<file path="config.mk">
export PLATFORM = sky130hd
export DESIGN_NAME = chunked_subtractor_flat
export DESIGN_NICKNAME = d
export VERILOG_FILES = /design/src/rtl/chunked_subtractor_if.sv /design/src/rtl/chunked_subtractor.sv /design/src/flat_wrapper.sv
export SDC_FILE = /design/constraint.sdc
export NUM_CORES = 1
export LEC_CHECK = 0
export CORE_UTILIZATION = 55
export CTS_CLUSTER_SIZE = 25
export DETAILED_ROUTE_END_ITERATION = 6
export GPL_ROUTABILITY_DRIVEN = 0
export PLACE_DENSITY = 0.9
export SLEW_MARGIN = 20
export SYNTH_ARGS = -nofsm -noshare
export SYNTH_HDL_FRONTEND = slang
export SYNTH_SLANG_ARGS = --single-unit
</file>
<file path="constraint.sdc">
create_clock -name clk -period 11.2 [get_ports clk]
set_clock_uncertainty 0.15 [all_clocks]
set_input_delay 1.68 -clock clk [delete_from_list [all_inputs] [get_ports clk]]
set_output_delay 1.68 -clock clk [all_outputs]
set_load 0.02 [all_outputs]
</file>
<file path="src/rtl/chunked_subtractor_if.sv">
// rtl/chunked_subtractor_if.sv - operand/result handshake bundle for chunked_subtractor
interface chunked_subtractor_if #(
    parameter int WIDTH = 64
);
    logic             in_valid;
    logic             in_ready;
    logic [WIDTH-1:0] in1;
    logic [WIDTH-1:0] in2;
    logic             bi;
    logic             out_valid;
    logic             out_ready;
    logic [WIDTH-1:0] diff;
    logic             bo;
    logic             ov;

    modport master (
        output in_valid, in1, in2, bi, out_ready,
        input  in_ready, out_valid, diff, bo, ov
    );

    modport slave (
        input  in_valid, in1, in2, bi, out_ready,
        output in_ready, out_valid, diff, bo, ov
    );
endinterface

</file>
<file path="src/rtl/chunked_subtractor.sv">
// rtl/chunked_subtractor.sv - multi-cycle subtractor rippling a borrow one CHUNK-bit slice per clock
module chunked_subtractor #(
    parameter int WIDTH = 64,
    parameter int CHUNK = 8
) (
    input logic                clk,
    input logic                rst_n,
    chunked_subtractor_if.slave bus
);
    localparam int N  = WIDTH / CHUNK;
    localparam int KW = (N > 1) ? $clog2(N) : 1;
    localparam logic [KW-1:0] K_LAST = KW'(N - 1);

    if (WIDTH % CHUNK != 0) begin : g_bad_chunk
        $error("chunked_subtractor: WIDTH must be an exact multiple of CHUNK");
    end

    typedef enum logic [1:0] {
        IDLE = 2'd0,
        RUN  = 2'd1,
        DONE = 2'd2
    } state_t;

    state_t           state_q;
    state_t           state_d;
    logic [WIDTH-1:0] a_q;
    logic [WIDTH-1:0] b_q;
    logic             borrow_q;
    logic [KW-1:0]    k_q;
    logic [WIDTH-1:0] diff_q;
    logic             bo_q;
    logic             ov_q;
    logic [CHUNK-1:0] a_sl;
    logic [CHUNK-1:0] b_sl;
    logic [CHUNK:0]   sub;

    // Handshake flags come straight from the state flops, never from inputs
    assign bus.in_ready  = (state_q == IDLE);
    assign bus.out_valid = (state_q == DONE);
    assign bus.diff      = diff_q;
    assign bus.bo        = bo_q;
    assign bus.ov        = ov_q;

    // State register
    always_ff @(posedge clk or negedge rst_n) begin
        if (!rst_n) begin
            state_q <= IDLE;
        end else begin
            state_q <= state_d;
        end
    end

    // Next-state decode: accept in IDLE, N slices in RUN, wait for consumer in DONE
    always_comb begin
        state_d = state_q;
        case (state_q)
            IDLE:    if (bus.in_valid) state_d = RUN;
            RUN:     if (k_q == K_LAST) state_d = DONE;
            DONE:    if (bus.out_ready) state_d = IDLE;
            default: state_d = IDLE;
        endcase
    end

    // Select slice k of both operands and form the CHUNK-bit difference plus borrow
    always_comb begin
        a_sl = '0;
        b_sl = '0;
        for (int i = 0; i < N; i++) begin
            if (k_q == KW'(i)) begin
                a_sl = a_q[i*CHUNK +: CHUNK];
                b_sl = b_q[i*CHUNK +: CHUNK];
            end
        end
        sub = {1'b0, a_sl} - {1'b0, b_sl} - {{CHUNK{1'b0}}, borrow_q};
    end

    // Operand capture, slice-by-slice result write and final flag latch
    always_ff @(posedge clk or negedge rst_n) begin
        if (!rst_n) begin
            a_q      <= '0;
            b_q      <= '0;
            borrow_q <= 1'b0;
            k_q      <= '0;
            diff_q   <= '0;
            bo_q     <= 1'b0;
            ov_q     <= 1'b0;
        end else begin
            case (state_q)
                IDLE: begin
                    if (bus.in_valid) begin
                        a_q      <= bus.in1;
                        b_q      <= bus.in2;
                        borrow_q <= bus.bi;
                        k_q      <= '0;
                    end
                end
                RUN: begin
                    for (int i = 0; i < N; i++) begin
                        if (k_q == KW'(i)) begin
                            diff_q[i*CHUNK +: CHUNK] <= sub[CHUNK-1:0];
                        end
                    end
                    borrow_q <= sub[CHUNK];
                    k_q      <= k_q + KW'(1);
                    if (k_q == K_LAST) begin
                        // The top slice carries the result MSB, so overflow is decided here
                        bo_q <= sub[CHUNK];
                        ov_q <= (a_q[WIDTH-1] != b_q[WIDTH-1]) &&
                                (sub[CHUNK-1] != a_q[WIDTH-1]);
                    end
                end
                default: ;
            endcase
        end
    end
endmodule
</file>
<file path="src/flat_wrapper.sv">
// flat-port wrapper written by rule: the top's interface ports become plain ports
module chunked_subtractor_flat 
#(
    parameter int WIDTH = 64,
    parameter int CHUNK = 8
)
  (clk, rst_n, bus_in_valid, bus_in1, bus_in2, bus_bi, bus_out_ready, bus_in_ready, bus_out_valid, bus_diff, bus_bo, bus_ov);
  chunked_subtractor_if #(.WIDTH(WIDTH)) bus_i ();
  input logic clk;
  input logic rst_n;
  input wire logic [$bits(bus_i.in_valid)-1:0] bus_in_valid;
  input wire logic [$bits(bus_i.in1)-1:0] bus_in1;
  input wire logic [$bits(bus_i.in2)-1:0] bus_in2;
  input wire logic [$bits(bus_i.bi)-1:0] bus_bi;
  input wire logic [$bits(bus_i.out_ready)-1:0] bus_out_ready;
  output wire logic [$bits(bus_i.in_ready)-1:0] bus_in_ready;
  output wire logic [$bits(bus_i.out_valid)-1:0] bus_out_valid;
  output wire logic [$bits(bus_i.diff)-1:0] bus_diff;
  output wire logic [$bits(bus_i.bo)-1:0] bus_bo;
  output wire logic [$bits(bus_i.ov)-1:0] bus_ov;
  assign bus_i.in_valid = bus_in_valid;
  assign bus_i.in1 = bus_in1;
  assign bus_i.in2 = bus_in2;
  assign bus_i.bi = bus_bi;
  assign bus_i.out_ready = bus_out_ready;
  assign bus_in_ready = bus_i.in_ready;
  assign bus_out_valid = bus_i.out_valid;
  assign bus_diff = bus_i.diff;
  assign bus_bo = bus_i.bo;
  assign bus_ov = bus_i.ov;
  chunked_subtractor #(.WIDTH(WIDTH), .CHUNK(CHUNK)) u_core (.clk(clk), .rst_n(rst_n), .bus(bus_i));
endmodule
</file>
==> reports/metrics.yaml <==
drt_wl_total_microns: 24200
gr-usage-met2: 0.506
num-fill-cells: 1159
cp.arrival_ps: 5630
clock.fmax_ghz: 0.184
slew_headroom: 0.336
synth_commonest_cells: "455 x nand2_1, 200 x dfrtp_1, 103 x o21ai_0"
root_buffer: "clkbuf_16"
syn_avg_cell_area_sq_um: 8.62
synth-edff-count: 0
cts-resized-gates: 0
yosysUniqueCellTypes: 43
worstHoldPathType: "register to register"
ys_async_sr_fraction: 1.00
synth_sequential_area_ratio: 0.559
globalRouteOverflowTotal: 0
ff2ff_setup_slack_ps: 5770
worstReg2RegStart: "u_core.k_q[2]"
synthCells: 1038
min_from: "u_core.bus.diff[32]"
synth.top_cell.area_share: 0.559
critPathKind: "register to register"
syn-cell-area_sq_mm: 0.00895
cts_sinks: 200
die_area_sq_mm: 0.0168
num_rows: 46
antenna_found_initial: 0
startpoint: "u_core.k_q[2]"
cts-buffers-inserted: 17
path_clk_slew_ps: 70
final_antenna_net_count: 0
fp.dieW_microns: 130
pre_cts_ws_ps: 5890
io_buffers: 200
synth_most_common_cell: "nand2_1"
dp_cells: 1397
yosys.area.top_type: "dfrtp_1"
cts_hold_buf: 0
worstMarginPinSlew_ps: 996
drt-vias-per-instance: 5.59
nets: 1353
dieHeight_microns: 130
use_met3: 0.0681
synth-seq-cells: 200
cts_setup_buffers: 0
place_hpwl_microns: 17100
maxCapViolCount: 0
drt-initial-drc-count: 639
ys_warn_count: 0
crit_required_ps: 11400
ys.flop_type: "dfrtp_1"
initial_utilization: 0.564
clk_path_buf_depth: 2
grt_use_met1: 0.382
period_needed_ps: 5430
synth.net_count: 1191
io_pins: 201
hold_violations: 0
cp_max_fo: 35
setup_slack_ps: 5770
grt_max_degree: 118
grt_first_pass_wirelength_microns: 38600
status: "finished, final reports clean"
drt_first_pass_iters: 6
synth_area_leaders: "dfrtp_1 56%, nand2_1 19%, o21ai_0 5.8%"
cts_tree: "done"
htree_num_levels: 4
core-area_sq_mm: 0.0159
wl_per_cell_microns: 16.9
final_layout_size_suffix_gt1_frac: 0.0379
num_vias: 7991
cp-start-kind: "register"
gr-max-usage-layer: "met2"
rsz0062_at_grt: "no"
insertion_delay_ps: 440
end_kind: "register"
finalSetupViolCount: 0
final.setup.tns_ps: 0
stdcell_count: 1429
areaGrowthSynthToFinish_pct: 29.9
drv_slew: 0
grt_use_total: 0.303
n_antenna_cell: 0
post-route-period-util: 0.485
drcViolationCount: 0
grt_pass1_vias: 7735
sequential cells by signal, indices dropped and copies added, names as in the netlist:
register	count
u_core.a_q	64
u_core.b_q	64
u_core.borrow_q	1
u_core.bus.bo	1
u_core.bus.diff	64
u_core.bus.ov	1
u_core.k_q	3
u_core.state_q	2
critical path: stages, from the launching register on:
cell,delay [ps]
dfrtp_1,590
inv_2,240
ha_1,850
nor2b_1,870
a221oi_1,240
a221oi_1,320
ha_1,280
inv_1,60
ha_1,280
a21boi_0,170
o21a_1,190
o21a_1,190
o21a_1,180
o21a_1,170
or3_1,330
a41oi_1,220
layer usage:
layer / share of wire / vias up / wire length, microns
li1: - / 3741 / -
met3: 0.090 / 67 / 2160
met4: 0.031 / 0 / 742
met2: 0.49 / 462 / 11900
met5: 0 / - / 0
met1: 0.39 / 3721 / 9380
cells in the final DEF (no fill, tap or decap), drive strengths merged, types with 2 or more instances in the layout:
| cell type | n |
|---|---|
| nand2 | 455 |
| dfrtp | 200 |
| clkdlybuf4s50 | 199 |
| o21ai | 104 |
| inv | 37 |
| a221oi | 30 |
| a21oi | 27 |
| clkbuf | 19 |
| ha | 18 |
| o22ai | 15 |
| nor2 | 14 |
| nor3 | 13 |
| nor2b | 12 |
| nand3 | 8 |
| a22oi | 8 |
| clkinv | 6 |
| nand2b | 5 |
| a211oi | 5 |
| o21a | 4 |
| o31ai | 3 |
| and2 | 3 |
| buf | 3 |
| nand3b | 2 |
| a211o | 2 |
| xor2 | 2 |
| or3 | 2 |
| fa | 2 |
| bufinv | 2 |
| clkinvlp | 2 |
logic make-up (layout without fill, tap and decap cells):
kind of cell             after synthesis  count (layout)  share of synthesized area
adder cells (fa/ha/maj)               20              20                     0.0296
XOR/XNOR                               3               3                    0.00294
AO/OA/AOI/OAI                        204             204                      0.139
AND/OR/NAND/NOR                      518             518                      0.230
buffers and inverters                 93             268                     0.0396
flip-flops                           200             200                      0.559
path summary, 6_finish.rpt:
kind                                       endpoint  cells after the start
worst max-delay path                  u_core.bus.bo                     15
worst min-delay path            u_core.bus.diff[32]                      2
worst max register to register        u_core.bus.bo                     15
worst min register to register  u_core.bus.diff[32]                      2
max in group asynchronous            u_core.a_q[35]                      2
min in group asynchronous       u_core.bus.diff[18]                      1
area by class of cell:
| type | instances | area, sq um | share of cell area |
|---|---|---|---|
| flip-flops and latches | 200 | 5000 | 0.430 |
| multi-input cells | 745 | 3610 | 0.311 |
| repair buffers | 203 | 2030 | 0.175 |
| clock buffers | 18 | 439 | 0.0378 |
| well taps | 216 | 270 | 0.0232 |
| clock inverters | 14 | 148 | 0.0127 |
| inverters | 33 | 124 | 0.0106 |
per-stage QoR:
stage	area (sq um)	hold slack [ps]	utilization
2_1_floorplan	8950	287	-
3_3_place_gp	11000	307	0.694
3_5_place_dp	11000	313	0.694
4_1_cts	11600	330	0.731
5_1_grt	11600	341	0.732
6_report	11600	329	0.732
Power is left out: the tool's default activity adds up to more than one toggle a clock period on the data nets, which glitch-free logic cannot reach.
